### src/rtl/alu_seq.sv
// alu_seq: sequential WIDTH-bit ALU with a valid/ready operand input, a registered
// valid/ready result output and a multi-cycle shift-add multiplier.
//
// Ports
//   clk        in   1      rising-edge clock
//   rstn       in   1      asynchronous active-low reset
//   in_valid   in   1      a/b/f valid this cycle
//   in_ready   out  1      operation accepted this cycle when in_valid is also high
//   a, b       in   WIDTH  operands (b[SHW-1:0] is the shift amount)
//   f          in   4      opcode
//   out_valid  out  1      y/t hold a result
//   out_ready  in   1      consumer takes the result this cycle
//   y          out  WIDTH  result
//   t          out  3      flags: t[0] a==b, t[1] signed a<b, t[2] unsigned a<b
//   busy       out  1      multiplier iterating
//
// state | meaning
// IDLE  | waiting for an operation; single-cycle ops load the result directly
// MUL   | one shift-add step per cycle, WIDTH steps, then load low/high half

module alu_seq #(
    parameter int WIDTH = 4
) (
    input  logic             clk,
    input  logic             rstn,
    input  logic             in_valid,
    output logic             in_ready,
    input  logic [WIDTH-1:0] a,
    input  logic [WIDTH-1:0] b,
    input  logic [3:0]       f,
    output logic             out_valid,
    input  logic             out_ready,
    output logic [WIDTH-1:0] y,
    output logic [2:0]       t,
    output logic             busy
);

    localparam int SHW = (WIDTH > 1) ? $clog2(WIDTH) : 1;

    typedef enum logic {
        IDLE = 1'b0,
        MUL  = 1'b1
    } state_t;

    state_t state, state_nxt;

    logic [WIDTH-1:0]   mcand_q;
    logic [2*WIDTH-1:0] prod_q;
    logic               hi_q;
    logic [2:0]         flags_q;
    logic [SHW-1:0]     cnt_q;

    logic               accept;
    logic               pop;
    logic               is_mul_op;
    logic               mul_last;
    logic               load_res;
    logic [WIDTH-1:0]   alu_y;
    logic [WIDTH-1:0]   res_nxt;
    logic [2:0]         flags_in;
    logic [2:0]         t_nxt;
    logic [SHW-1:0]     sh;
    logic [WIDTH:0]     step_sum;
    logic [2*WIDTH-1:0] prod_step;

    assign in_ready  = (state == IDLE) && (!out_valid || out_ready);
    assign accept    = in_valid && in_ready;
    assign pop       = out_valid && out_ready;
    assign is_mul_op = (f == 4'b1000) || (f == 4'b1001);
    assign busy      = (state == MUL);
    assign mul_last  = (state == MUL) && (cnt_q == SHW'(WIDTH - 1));
    assign sh        = b[SHW-1:0];

    assign flags_in = {(a < b), ($signed(a) < $signed(b)), (a == b)};

    always_comb begin
        alu_y = '0;
        case (f)
            4'b0000: alu_y = a - b;
            4'b0001: alu_y = a + b;
            4'b0010: alu_y = a & b;
            4'b0011: alu_y = a | b;
            4'b0100: alu_y = a ^ b;
            4'b0101: alu_y = a >> sh;
            4'b0110: alu_y = a << sh;
            4'b0111: alu_y = $unsigned($signed(a) >>> sh);
            default: alu_y = '0;
        endcase
    end

    // Upper half accumulates the multiplicand, lower half holds the remaining
    // multiplier bits; each step shifts the pair right by one, carry included.
    assign step_sum  = {1'b0, prod_q[2*WIDTH-1:WIDTH]} + {1'b0, (prod_q[0] ? mcand_q : {WIDTH{1'b0}})};
    assign prod_step = {step_sum, prod_q[WIDTH-1:1]};

    always_ff @(posedge clk or negedge rstn) begin
        if (!rstn) begin
            state <= IDLE;
        end else begin
            state <= state_nxt;
        end
    end

    always_comb begin
        state_nxt = state;
        load_res  = 1'b0;
        res_nxt   = '0;
        t_nxt     = flags_q;
        case (state)
            IDLE: begin
                if (accept) begin
                    if (is_mul_op) begin
                        state_nxt = MUL;
                    end else begin
                        load_res = 1'b1;
                        res_nxt  = alu_y;
                        t_nxt    = flags_in;
                    end
                end
            end
            MUL: begin
                if (mul_last) begin
                    state_nxt = IDLE;
                    load_res  = 1'b1;
                    res_nxt   = hi_q ? prod_step[2*WIDTH-1:WIDTH] : prod_step[WIDTH-1:0];
                end
            end
            default: state_nxt = IDLE;
        endcase
    end

    always_ff @(posedge clk or negedge rstn) begin
        if (!rstn) begin
            mcand_q <= '0;
            prod_q  <= '0;
            hi_q    <= 1'b0;
            flags_q <= '0;
            cnt_q   <= '0;
        end else if (accept && is_mul_op) begin
            mcand_q <= a;
            prod_q  <= {{WIDTH{1'b0}}, b};
            hi_q    <= f[0];
            flags_q <= flags_in;
            cnt_q   <= '0;
        end else if (state == MUL) begin
            prod_q <= prod_step;
            cnt_q  <= cnt_q + 1'b1;
        end
    end

    // A fresh result wins over a pop on the same edge, so out_valid stays high.
    always_ff @(posedge clk or negedge rstn) begin
        if (!rstn) begin
            out_valid <= 1'b0;
            y         <= '0;
            t         <= '0;
        end else if (load_res) begin
            out_valid <= 1'b1;
            y         <= res_nxt;
            t         <= t_nxt;
        end else if (pop) begin
            out_valid <= 1'b0;
        end
    end

endmodule

### config.mk
export PLATFORM = sky130hd
export DESIGN_NAME = alu_seq
export DESIGN_NICKNAME = d
export VERILOG_FILES = /design/src/rtl/alu_seq.sv
export SDC_FILE = /design/constraint.sdc
export NUM_CORES = 1
export LEC_CHECK = 0
export ABC_AREA = 1
export CORE_MARGIN = 1.5
export CORE_UTILIZATION = 66
export CTS_CLUSTER_SIZE = 8
export DETAILED_ROUTE_END_ITERATION = 10
export DONT_BUFFER_PORTS = 1
export GPL_TIMING_DRIVEN = 0
export PLACE_DENSITY_LB_ADDON = 0.3
export SETUP_SLACK_MARGIN = 0.3
export SYNTH_ARGS = -nofsm -noshare
export SYNTH_HDL_FRONTEND = slang
export SYNTH_SLANG_ARGS = --single-unit
### constraint.sdc
create_clock -name clk -period 5 [get_ports clk]
set_input_delay 0.5 -clock clk [delete_from_list [all_inputs] [get_ports clk]]
set_output_delay 0.5 -clock clk [all_outputs]
set_load 0.01 [all_outputs]
==> summary.md <==
| Metric | Value |
|---|---|
| Setup violations, final | `0` |
| Status | `completed` |
| Clock network power share | `between 10% and 20%` |
| Slowest cell on the critical path | `dfrtp_1` |
| Core ar. | `around 3000 sq um` |
| Count of cell types in the netlist | `28` |
| Post-synth top cells | `nand2_1, inv_1, dfrtp_1, nand3_1, nor2_1` |
| Avg Vias per Cell | `around 5.6` |
| Highest metal used | `met4` |
| Hold path depth | `1` |
| Antenna cells | `0` |
| Reg2reg start | `prod_q[0]` |
| Num CTS Buffers | `3` |
| Max Clk Rate | `~0.52 GHz` |
| Dpl hpwl | `roughly 3.8 mm` |
| Worst endpoint required time | `between 5 and 6 ns` |
| Post-synth EDFFs | `0` |
| Logic pwr share | `around two fifths` |
| Path depth of the worst reg2reg path | `10` |
| Avg Synthesized Cell Area | `between 7 and 8 sq um` |
| Initial antenna violation count | `0` |
| Syn Nets | `approximately 330` |
| Crit path capture type | `flop` |
| Max Cap Violations | `0` |
| Worst VDD drop | `approximately 0.27 mV` |
| Pre-CTS WS | `between 2 and 3 ns` |
| Slew Limit Fails | `0` |
| CP Class | `flop to flop` |
| Min cycle time layout | `1.914 ns` |
| Clk_lat worst skew | `about 0.31 ns` |
| Sum of negative setup slack | `0 ns` |
| First-pass GRT wire length | `a little under 8 mm` |
| DR WL/cell | `14.03 um` |
| Synth-to-layout area growth | `5.336%` |
| Largest buffer count on any clock path | `2` |
| Internal power | `0.4741 mW` |
| Period Utilization, post-route | `about two fifths` |
| Synth Warn # | `0` |
| Critical Path Start Type | `flop` |
| Vias | `around 1900` |
| Hold path start | `out_ready` |
| Post-DRT Antenna Nets | `0` |
| CTS sink cnt | `27` |
| GPL Wtd Cong | `0.9347` |
| Most used DFF post-synth | `dfrtp_1` |
| Final Skew | `just under 0.01 ns` |
| Power density over the cells | `~370 nW/um^2` |
| Gate Count Post-Synth | `~290` |
| CP peak stage delay | `0.45 ns` |
| Hold worst-path end | `out_valid` |
| Reg clk slew, reported paths | `~0.13 ns` |
| Total track usage | `a little under 30%` |
| Critical-path cell list | `nand2_1, inv_1, ha_1, inv_1, fa_1, o21ai_0, a21oi_1, nand2_1, o211ai_1, nand3_1` |
| Worst Tran Pin Value | `0.3364 ns` |
| Initial core utilization | `between 60% and 70%` |
| Htree depth | `1` |
| Final core occ | `72.60%` |
| CTS tree | `done` |
| Endpoints failing hold | `0` |
| NumNets Final | `332` |
| DRC | `0` |
| Largest cells by area after synthesis | `dfrtp_1, nand2_1, ha_1, nand3_1, inv_1` |
| Rows | `20` |
| Non-Filler Instances | `338` |
| RSZ-0062 raised after global routing | `no` |
| PortBufs | `0` |
| Count leader, synth | `nand2_1` |
| Met3 WL | `around 360 um` |
| Worst flop-to-flop path endpoint | `y[3]` |
| DIE WIDTH | `59.23 um` |
| Critical Path AT | `2.16 ns` |
| Register area share after synthesis | `approximately 32%` |
| Total Routed Length | `about 4.7 mm` |
| Vias in the first global route | `around 1800` |
| Pre-Repair DR Iteration Count | `4` |
| Total power | `approximately 0.8 mW` |
| Share of cells above drive strength 1 | `around a tenth` |
| P_sw | `roughly 0.34 mW` |
| Pin count of the biggest net entering global routing | `28` |
| Yosys top cell by area | `dfrtp_1` |
| CTS Root Cell | `clkbuf_4` |
| Flop pwr share | `approximately half` |
| Worst reg-to-reg setup slack | `~3.1 ns` |
| Pleak | `~1.2 nW` |
| Remaining global-route overflow | `0` |
| Met1 WL | `just over 2 mm` |
| Chip height | `approximately 59 um` |
| Synthesized area | `between 2000 and 2500 sq um` |
| Post-synth ARST share | `100.0%` |
| Placed cells | `332` |
| Metal2 WL | `around 2.2 mm` |
| Crit path max fanout | `5` |
| Hold Path Class | `primary input to flop` |
| Slew headroom | `between 70 and 80%` |
| Top-Level Pins | `26` |
| Count of state elements after synthesis | `27` |
| DIE AREA | `3508 sq um` |
| Sw Ratio | `a little over two fifths` |
| Initial DRC count | `117` |
| Yosys top cell area share | `~32%` |
| Final worst slack | `approximately 3.1 ns` |
[cell type report]
cell class,count,area (sq um)
Inverter,41,153.9
Clock buffer,4,26.28
Tap cell,44,55.05
Multi-Input combinational cell,216,1220
Fill cell,248,829.5
Sequential cell,27,675.6
Timing Repair Buffer,2,30.03
Buffer,4,37.54
[placed cells by master (no fill, tap or decap), types with 4 or more instances in the layout]
master / count
inv_2: 12
nand2_1: 79
nor2_2: 5
nor2_1: 21
o21ai_0: 11
o221ai_1: 4
nand3_1: 27
inv_1: 29
dfrtp_1: 27
o211ai_1: 4
ha_1: 18
o21ai_1: 13
a21oi_1: 12
[kinds of logic (layout without fill, tap and decap cells)]
group | Yosys count | in the layout | synth area share [%]
buffers and inverters | 45 | 51 | 9.172
XOR/XNOR | 4 | 4 | 1.679
flip-flops | 27 | 27 | 32.37
AND/OR/NAND/NOR | 139 | 139 | 28.36
adder cells (fa/ha/maj) | 21 | 21 | 13.67
AO/OA/AOI/OAI | 52 | 52 | 14.75
[per-stage QoR]
| step | instance area, sq um | hold slack [ns] |
|---|---|---|
| after floorplan | 2087 | 0.2044 |
| after global placement | 2142 | 0.2058 |
| after detailed placement | 2142 | 0.2059 |
| after CTS | 2198 | 0.2608 |
| after global routing | 2198 | 0.2347 |
| final | 2198 | 0.2726 |
[layer usage]
layer	vias up	GRT usage, %
met4	0	9.091
met2	69	47.72
met1	866	40.23
li1	951	-
met3	10	5.022
met5	-	0
[how the worst max path moves through the flow]
| stage | start | endpoint | slack, ns | cells past startpoint |
|---|---|---|---|---|
| finish | prod_q[0] | y[3] | 3.09 | 10 |
| global route | prod_q[0] | y[3] | 2.94 | 10 |
| CTS | prod_q[0] | y[3] | 3.11 | 10 |
| detailed placement | a[0] | y[2] | 2.94 | 10 |
| global placement | a[0] | y[2] | 2.95 | 10 |
| floorplan | a[0] | y[2] | 3.15 | 10 |
[state kept, by name (all words and copies together), names as in the netlist]
signal	count
t	3
prod_q	8
mcand_q	4
y	4
cnt_q	2
busy	1
flags_q	3
hi_q	1
out_valid	1
[critical path: cells and delay by family, from the launching register on]
family	cells	cell delay (ns)
AOI/OAI and AO/OA	3	0.47
adders and majority gates	2	0.56
buffers and inverters	2	0.11
DFF	1	0.45
and+or+nand+nor	3	0.25
[repair_timing]
item,4_1_cts,5_1_grt
gates resized for setup,0,0
buffers inserted,0,0
endpoints found under the hold margin,27,0
hold buffers,2,0
[power by group through the flow]
| stage | clock [mW] | sequential, mW | combinational [mW] |
|---|---|---|---|
| CTS | 0.0932 | 0.394 | 0.334 |
| global placement | 0 | 0.396 | 0.312 |
| floorplan | 0 | 0.380 | 0.264 |
| finish | 0.0896 | 0.393 | 0.335 |
| global route | 0.104 | 0.404 | 0.384 |
| detailed placement | 0 | 0.397 | 0.325 |
(Power assumes the default switching activity.)
